$ cat src/rtl/mrv1_pkg.sv
// Shared definitions for the mrv1 warp-control path: op encoding and default table widths.
package mrv1_pkg;

  typedef enum logic [1:0] {
    OpWspawn = 2'd0,
    OpTmc    = 2'd1,
    OpBar    = 2'd2,
    OpBarQry = 2'd3
  } xrv_tw_ctl_op_e;

  // Widths for the default core configuration (8 warps, 8 barriers).
  localparam int unsigned WIDW = $clog2(8);
  localparam int unsigned BIDW = $clog2(8);

  // Index width that stays legal for single-entry configurations.
  function automatic int unsigned clog2_min1(input int unsigned v);
    return (v <= 1) ? 1 : $clog2(v);
  endfunction

endpackage

$ cat src/rtl/mrv1_barrier_table.sv
// Barrier table: per-barrier arrival count, latched size and waiting-warp mask.
// Decision for the arriving warp is combinational; the entry updates on the same edge.
module mrv1_barrier_table
  import mrv1_pkg::*;
#(
  parameter int unsigned NUM_WARPS_P    = 8,
  parameter int unsigned NUM_BARRIERS_P = 8,
  localparam int unsigned WidW = clog2_min1(NUM_WARPS_P),
  localparam int unsigned BidW = clog2_min1(NUM_BARRIERS_P),
  localparam int unsigned CntW = $clog2(NUM_WARPS_P + 1)
) (
  input  logic                   clk_i,
  input  logic                   rst_ni,
  input  logic                   arrive_i,
  input  logic [BidW-1:0]        bid_i,
  input  logic [WidW-1:0]        wid_i,
  input  logic [31:0]            size_i,
  output logic                   release_o,
  output logic [NUM_WARPS_P-1:0] release_wmask_o,
  output logic                   stall_o,
  output logic                   dup_o,
  output logic [CntW-1:0]        count_o
);

  logic [CntW-1:0]        cnt_q   [NUM_BARRIERS_P];
  logic [CntW-1:0]        cnt_d   [NUM_BARRIERS_P];
  logic [CntW-1:0]        szm1_q  [NUM_BARRIERS_P];
  logic [CntW-1:0]        szm1_d  [NUM_BARRIERS_P];
  logic [NUM_WARPS_P-1:0] wait_q  [NUM_BARRIERS_P];
  logic [NUM_WARPS_P-1:0] wait_d  [NUM_BARRIERS_P];

  logic [31:0]            size_clamp;
  logic [CntW-1:0]        szm1_new;
  logic [CntW-1:0]        szm1_eff;
  logic [NUM_WARPS_P-1:0] wid_bit;

  always_comb begin
    cnt_d  = cnt_q;
    szm1_d = szm1_q;
    wait_d = wait_q;

    size_clamp = (size_i == 32'd0) ? 32'd1 : size_i;
    if (size_clamp > 32'(NUM_WARPS_P)) size_clamp = 32'(NUM_WARPS_P);
    szm1_new = CntW'(size_clamp - 32'd1);
    // The size is only latched by the first arrival; later src1 values are ignored.
    szm1_eff = (cnt_q[bid_i] == '0) ? szm1_new : szm1_q[bid_i];
    wid_bit  = NUM_WARPS_P'(1) << wid_i;

    count_o         = cnt_q[bid_i];
    dup_o           = arrive_i & wait_q[bid_i][wid_i];
    release_o       = arrive_i & ~dup_o & (cnt_q[bid_i] == szm1_eff);
    stall_o         = arrive_i & ~dup_o & ~release_o;
    release_wmask_o = release_o ? (wait_q[bid_i] | wid_bit) : '0;

    if (release_o) begin
      cnt_d[bid_i]  = '0;
      szm1_d[bid_i] = '0;
      wait_d[bid_i] = '0;
    end else if (stall_o) begin
      cnt_d[bid_i]  = cnt_q[bid_i] + CntW'(1);
      szm1_d[bid_i] = szm1_eff;
      wait_d[bid_i] = wait_q[bid_i] | wid_bit;
    end
  end

  always_ff @(posedge clk_i) begin
    if (!rst_ni) begin
      for (int i = 0; i < int'(NUM_BARRIERS_P); i++) begin
        cnt_q[i]  <= '0;
        szm1_q[i] <= '0;
        wait_q[i] <= '0;
      end
    end else begin
      cnt_q  <= cnt_d;
      szm1_q <= szm1_d;
      wait_q <= wait_d;
    end
  end

endmodule

$ cat src/rtl/mrv1_tw_ctl_unit.sv
// Warp-control execution unit: executes WSPAWN/TMC/BAR/BAR_QRY and drives scheduler side-band.
// Every result and side-band pulse is registered and appears exactly one cycle after accept.
module mrv1_tw_ctl_unit
  import mrv1_pkg::*;
#(
  parameter int unsigned NUM_WARPS_P    = 8,
  parameter int unsigned NUM_THREADS_P  = 4,
  parameter int unsigned NUM_BARRIERS_P = 8,
  parameter int unsigned ITAG_WIDTH_P   = 1,
  localparam int unsigned WidW = clog2_min1(NUM_WARPS_P),
  localparam int unsigned BidW = clog2_min1(NUM_BARRIERS_P)
) (
  input  logic                     clk_i,
  input  logic                     rst_ni,
  input  logic                     tw_ctl_req_i,
  output logic                     tw_ctl_rdy_o,
  input  xrv_tw_ctl_op_e           tw_ctl_opc_i,
  input  logic [WidW-1:0]          tw_ctl_wid_i,
  input  logic [31:0]              tw_ctl_src0_i,
  input  logic [31:0]              tw_ctl_src1_i,
  input  logic [ITAG_WIDTH_P-1:0]  tw_ctl_itag_i,
  output logic                     tw_ctl_done_o,
  output logic [31:0]              tw_ctl_wb_data_o,
  output logic [ITAG_WIDTH_P-1:0]  tw_ctl_itag_o,
  output logic                     tw_ctl_wspawn_vld_o,
  output logic [NUM_WARPS_P-1:0]   tw_ctl_wspawn_wmask_o,
  output logic [31:0]              tw_ctl_wspawn_pc_o,
  output logic                     tw_ctl_tmc_vld_o,
  output logic [WidW-1:0]          tw_ctl_tmc_wid_o,
  output logic [NUM_THREADS_P-1:0] tw_ctl_tmc_tmask_o,
  output logic                     tw_ctl_stall_vld_o,
  output logic [WidW-1:0]          tw_ctl_stall_wid_o,
  output logic                     tw_ctl_release_vld_o,
  output logic [NUM_WARPS_P-1:0]   tw_ctl_release_wmask_o,
  output logic                     tw_ctl_err_o
);

  localparam int unsigned CntW = $clog2(NUM_WARPS_P + 1);

  logic                     rdy_q, done_q, done_d, err_q, err_d;
  logic [31:0]              wb_q, wb_d, pc_q, pc_d;
  logic [ITAG_WIDTH_P-1:0]  itag_q, itag_d;
  logic                     spawn_q, spawn_d, tmc_q, tmc_d, stall_q, stall_d, rel_q, rel_d;
  logic [NUM_WARPS_P-1:0]   smask_q, smask_d, rmask_q, rmask_d;
  logic [WidW-1:0]          twid_q, twid_d, swid_q, swid_d;
  logic [NUM_THREADS_P-1:0] tmask_q, tmask_d;

  logic                     accept, bad_bid, arrive;
  logic [31:0]              spawn_n;
  logic                     tbl_release, tbl_stall, tbl_dup;
  logic [NUM_WARPS_P-1:0]   tbl_rmask;
  logic [CntW-1:0]          tbl_count;

  assign accept  = tw_ctl_req_i & rdy_q;
  assign bad_bid = tw_ctl_src0_i >= 32'(NUM_BARRIERS_P);
  assign arrive  = accept & (tw_ctl_opc_i == OpBar) & ~bad_bid;

  mrv1_barrier_table #(
    .NUM_WARPS_P    (NUM_WARPS_P),
    .NUM_BARRIERS_P (NUM_BARRIERS_P)
  ) u_barrier_table (
    .clk_i           (clk_i),
    .rst_ni          (rst_ni),
    .arrive_i        (arrive),
    .bid_i           (tw_ctl_src0_i[BidW-1:0]),
    .wid_i           (tw_ctl_wid_i),
    .size_i          (tw_ctl_src1_i),
    .release_o       (tbl_release),
    .release_wmask_o (tbl_rmask),
    .stall_o         (tbl_stall),
    .dup_o           (tbl_dup),
    .count_o         (tbl_count)
  );

  always_comb begin
    done_d  = 1'b0;
    itag_d  = '0;
    wb_d    = '0;
    spawn_d = 1'b0;
    smask_d = '0;
    pc_d    = '0;
    tmc_d   = 1'b0;
    twid_d  = '0;
    tmask_d = '0;
    stall_d = 1'b0;
    swid_d  = '0;
    rel_d   = 1'b0;
    rmask_d = '0;
    err_d   = err_q;
    spawn_n = (tw_ctl_src0_i > 32'(NUM_WARPS_P)) ? 32'(NUM_WARPS_P) : tw_ctl_src0_i;

    if (accept) begin
      done_d = 1'b1;
      itag_d = tw_ctl_itag_i;
      unique case (tw_ctl_opc_i)
        OpWspawn: begin
          // The issuing warp (warp 0) is already running, so bit 0 is never spawned.
          if (spawn_n > 32'd1) begin
            spawn_d = 1'b1;
            pc_d    = tw_ctl_src1_i;
            for (int i = 1; i < int'(NUM_WARPS_P); i++) smask_d[i] = (32'(i) < spawn_n);
          end
        end
        OpTmc: begin
          tmc_d   = 1'b1;
          twid_d  = tw_ctl_wid_i;
          tmask_d = tw_ctl_src0_i[NUM_THREADS_P-1:0];
        end
        OpBar: begin
          if (bad_bid || tbl_dup) err_d = 1'b1;
          rel_d   = tbl_release;
          rmask_d = tbl_rmask;
          stall_d = tbl_stall;
          swid_d  = tbl_stall ? tw_ctl_wid_i : '0;
        end
        OpBarQry: begin
          if (bad_bid) err_d = 1'b1;
          else         wb_d  = 32'(tbl_count);
        end
        default: ;
      endcase
    end
  end

  always_ff @(posedge clk_i) begin
    if (!rst_ni) begin
      rdy_q   <= 1'b0;
      done_q  <= 1'b0;
      itag_q  <= '0;
      wb_q    <= '0;
      spawn_q <= 1'b0;
      smask_q <= '0;
      pc_q    <= '0;
      tmc_q   <= 1'b0;
      twid_q  <= '0;
      tmask_q <= '0;
      stall_q <= 1'b0;
      swid_q  <= '0;
      rel_q   <= 1'b0;
      rmask_q <= '0;
      err_q   <= 1'b0;
    end else begin
      rdy_q   <= 1'b1;
      done_q  <= done_d;
      itag_q  <= itag_d;
      wb_q    <= wb_d;
      spawn_q <= spawn_d;
      smask_q <= smask_d;
      pc_q    <= pc_d;
      tmc_q   <= tmc_d;
      twid_q  <= twid_d;
      tmask_q <= tmask_d;
      stall_q <= stall_d;
      swid_q  <= swid_d;
      rel_q   <= rel_d;
      rmask_q <= rmask_d;
      err_q   <= err_d;
    end
  end

  assign tw_ctl_rdy_o           = rdy_q;
  assign tw_ctl_done_o          = done_q;
  assign tw_ctl_itag_o          = itag_q;
  assign tw_ctl_wb_data_o       = wb_q;
  assign tw_ctl_wspawn_vld_o    = spawn_q;
  assign tw_ctl_wspawn_wmask_o  = smask_q;
  assign tw_ctl_wspawn_pc_o     = pc_q;
  assign tw_ctl_tmc_vld_o       = tmc_q;
  assign tw_ctl_tmc_wid_o       = twid_q;
  assign tw_ctl_tmc_tmask_o     = tmask_q;
  assign tw_ctl_stall_vld_o     = stall_q;
  assign tw_ctl_stall_wid_o     = swid_q;
  assign tw_ctl_release_vld_o   = rel_q;
  assign tw_ctl_release_wmask_o = rmask_q;
  assign tw_ctl_err_o           = err_q;

endmodule
$ cat config.mk
export PLATFORM = sky130hd
export DESIGN_NAME = mrv1_tw_ctl_unit
export DESIGN_NICKNAME = d
export VERILOG_FILES = /design/src/rtl/mrv1_pkg.sv /design/src/rtl/mrv1_barrier_table.sv /design/src/rtl/mrv1_tw_ctl_unit.sv
export SDC_FILE = /design/constraint.sdc
export NUM_CORES = 1
export LEC_CHECK = 0
export ABC_AREA = 0
export CAP_MARGIN = 20
export CORE_ASPECT_RATIO = 1.2
export CORE_MARGIN = 4
export CORE_UTILIZATION = 36
export CTS_CLUSTER_SIZE = 20
export DETAILED_ROUTE_END_ITERATION = 8
export PLACE_DENSITY = 0.68
export SLEW_MARGIN = 30
export SYNTH_ARGS = -nofsm -noshare
export SYNTH_HDL_FRONTEND = slang
export SYNTH_SLANG_ARGS = --single-unit
export TNS_END_PERCENT = 10
$ cat constraint.sdc
create_clock -name clk_i -period 6.1 [get_ports clk_i]
set_input_delay 1.83 -clock clk_i [delete_from_list [all_inputs] [get_ports clk_i]]
set_output_delay 1.83 -clock clk_i [all_outputs]
set_load 0.01 [all_outputs]
==> qor.txt <==
Status - complete, no violations
P_leak - 3.92 nW
Post-synthesis cell type count - 66
Post-DRT Antenna Nets - 0
Main area contributors after synthesis - dfxtp_1 (48%), a22o_1 (7.3%), a32o_1 (6.3%)
Clk pwr share - 43.2%
Final-layout fill cell count - 2068
DR iter-0 viols - 688
Top Ports - 171
Total CTS buffers - 17
Fin crit period - 5.55 ns
Vias in the first global route - 7214
Yosys reg bits - 197
Worst setup SP type - input port
Total Die Area - 0.0255 mm2
WL met3 - 2830 um
EDFF count, synth - 0
Post-Syn Area - 0.00826 mm2
Worst Hold Depth - 1
Sw Share - 25.0%
Ant. Diodes - 0
Post-DR wirelength/cell - 21.7 um
Setup TNS - 0 ns
CTS clk-pin slew, worst paths - 0.08 ns
Initial antenna violation count - 0
Area of placed instances - 0.00996 mm2
TritonCTS clock tree - done
GP Congestion - 0.893
Fmax - 180 MHz
HP Class - flip-flop to flip-flop
PortBufs - 141
Finished layout cell area - 0.0106 mm2
Post-synth top flop - dfxtp_1
CTS root buf - clkbuf_16
Die W - 146 um
Comb power frac - 9.5%
Seq pwr share - 47.3%
1st-pass router iterations - 5
Top Layer Used - met4
Unrepaired setup endpoints after global routing - false
DR vias - 7493
Largest net degree at the start of global routing - 56
Int Pwr - 0.00205 W
Net switching power figure - 0.000683 W
Period Utilization, post-route - 91.0%
Footprint of the multi-input gates - 0.00386 mm2
Final hold vios - 0
Final setup vio count - 0
Total congestion overflow - 0
Seq/Total Area, Yosys - 47.7%
WP data arrival - 5.88 ns
CTS sink cnt - 197
Global-route wire length before repair - 41900 um
Row cnt - 60
Setup bufs post-CTS - 0
Final slew viol count - 0
Maximum vdd drop - 0.000174 V
Register area - 0.00394 mm2
Crit path kind - input port to flip-flop
CTS max path bufs - 2
Final WL - 27200 um
Crit end category - flip-flop
Slew margin rel. - 38.9%
Core ar. - 0.0225 mm2
GRT Util Overall - 20.9%
Power Dens Cells - 258 mW/mm2
Worst slew pin tran - 0.916 ns
H-tree levels - 4
WP data required - 6.43 ns
Mapped Avg Cell Area - 9.98 um2
Crit-path max FO - 55
Die height - 174 um
Post-synth top area cell - dfxtp_1
Share of the synthesized area in the top cell type - 47.7%
Worst reg2reg path depth - 12
Yosys warning count - 0
CTS Hold Bufs - 0
M1 WL - 10700 um
DP HPWL - 19000 um
Total Nets Final - 1040
Hold_ws - 0.466 ns
Worst skew pair latency - 0.44 ns
WL met2 - 12800 um
FFs w/ async S/R, synth - 0%
Vias/cell - 5.97
Max cap viols - 0
Share of layout cells above drive strength 1 - 10.4%
DRC viols - 0
Clock skew - 0.0143 ns
Cells after Synth - 828
Initial Util - 36.7%
Post_cts resized - 0
Area growth syn-to-layout - 28.1%
[worst paths after layout]
path / from / to / slack [ns]
max: tw_ctl_src0_i[1] / tw_ctl_release_wmask_o[2] / 0.55
min: u_barrier_table.wait_q[14] / u_barrier_table.wait_q[14] / 0.47
max reg2reg: u_barrier_table.cnt_q[8] / tw_ctl_release_wmask_o[2] / 2.54
min reg2reg: u_barrier_table.wait_q[14] / u_barrier_table.wait_q[14] / 0.47
[cells in the mapped netlist (12+ instances only)]
cell type,n
a32o_1,52
nand2_1,27
buf_2,19
mux2_2,12
nor2_1,86
o31ai_1,15
dfxtp_1,197
nor4_1,24
mux2i_1,20
nor2b_1,38
inv_1,14
clkbuf_1,35
a21oi_1,15
buf_4,33
a22o_1,69
nand3_1,18
[power by group through the flow]
stage               Sequential (W)  Clock [W]  Combinational [W]
floorplan                  0.00133          0           0.000135
global placement           0.00132          0           0.000253
detailed placement         0.00132          0           0.000254
CTS                        0.00129    0.00120           0.000255
global route               0.00129    0.00125           0.000274
finish                     0.00129    0.00118           0.000260
[per-stage QoR]
step	total power (W)	setup WS (ns)	utilization [%]	instances
2_1_floorplan	0.00146	0.740	-	856
3_3_place_gp	0.00158	0.386	44.2	1223
3_5_place_dp	0.00158	0.238	44.2	1223
4_1_cts	0.00274	0.682	47.0	1255
5_1_grt	0.00282	0.407	47.0	1256
6_report	0.00273	0.548	47.0	1256
[registers in the layout (all words and copies together) (netlist names), 3 cells and up]
signal                  flops
u_barrier_table.wait_q     64
tw_ctl_wspawn_pc_o         32
u_barrier_table.cnt_q      32
u_barrier_table.szm1_q     32
tw_ctl_release_wmask_o      8
tw_ctl_wspawn_wmask_o       7
tw_ctl_tmc_tmask_o          4
tw_ctl_wb_data_o            4
tw_ctl_stall_wid_o          3
tw_ctl_tmc_wid_o            3
[final cells by class]
class	count	area share (%)
Sequential cell	197	37.3
Multi-Input combinational cell	550	36.4
Timing Repair Buffer	181	16.6
Clock buffer	17	4.02
Tap cell	279	3.30
Clock inverter	15	1.81
Inverter	17	0.603
[logic make-up (layout without fill, tap and decap cells)]
logic type	count (synthesis)	count (layout)	share of synthesized area [%]
muxes	36	36	5.15
xor gates and xnor gates	3	3	0.318
other	1	29	0.0454
and+or+nand+nor	248	248	15.4
adders and majority gates	3	3	0.454
AOI/OAI and AO/OA	231	231	23.8
DFF	197	197	47.7
buffers and inverters	109	230	7.10
[metal layers]
layer  up-vias  track usage, %
li1       3341               -
met1      3586            25.4
met2       496            35.0
met3        70            5.66
met4         0            8.20
met5         -               0
[critical path, stage by stage]
cell and delay [ns]:
clkdlybuf4s50_1 0.50, buf_12 0.16, buf_4 0.26, nor2_1 0.12, a22oi_1 0.43, a2bb2oi_1 0.30
ha_1 0.22, inv_1 0.05, a221o_1 0.33, or3_4 0.41, a2111oi_4 0.31, o21a_2 0.26
nand2_2 0.09, buf_12 0.20, nor4b_1 0.35
[cells in the final DEF, fill, tap and decap left out, types with 4 or more instances in the layout]
cell	instances
o21ai_0	11
a21oi_1	15
buf_4	36
a221oi_1	8
nor2_1	85
a32o_1	52
a22o_1	69
nor3_1	11
nand3b_1	4
nor2b_1	38
nand2b_1	6
or4_1	4
clkdlybuf4s50_1	140
inv_1	14
a31oi_1	4
clkbuf_16	17
buf_12	4
nor4_1	24
dfxtp_1	197
o21a_1	4
o31ai_1	15
nand3_1	18
nand4_1	4
inv_6	5
conb_1	29
a22oi_1	6
mux2i_1	20
o211ai_1	6
and2_1	9
clkinvlp_4	4
nand2_1	27
mux4_2	4
a221o_1	10
o22ai_1	7
mux2_2	12
No activity file was read; power rests on OpenSTA's default activity.
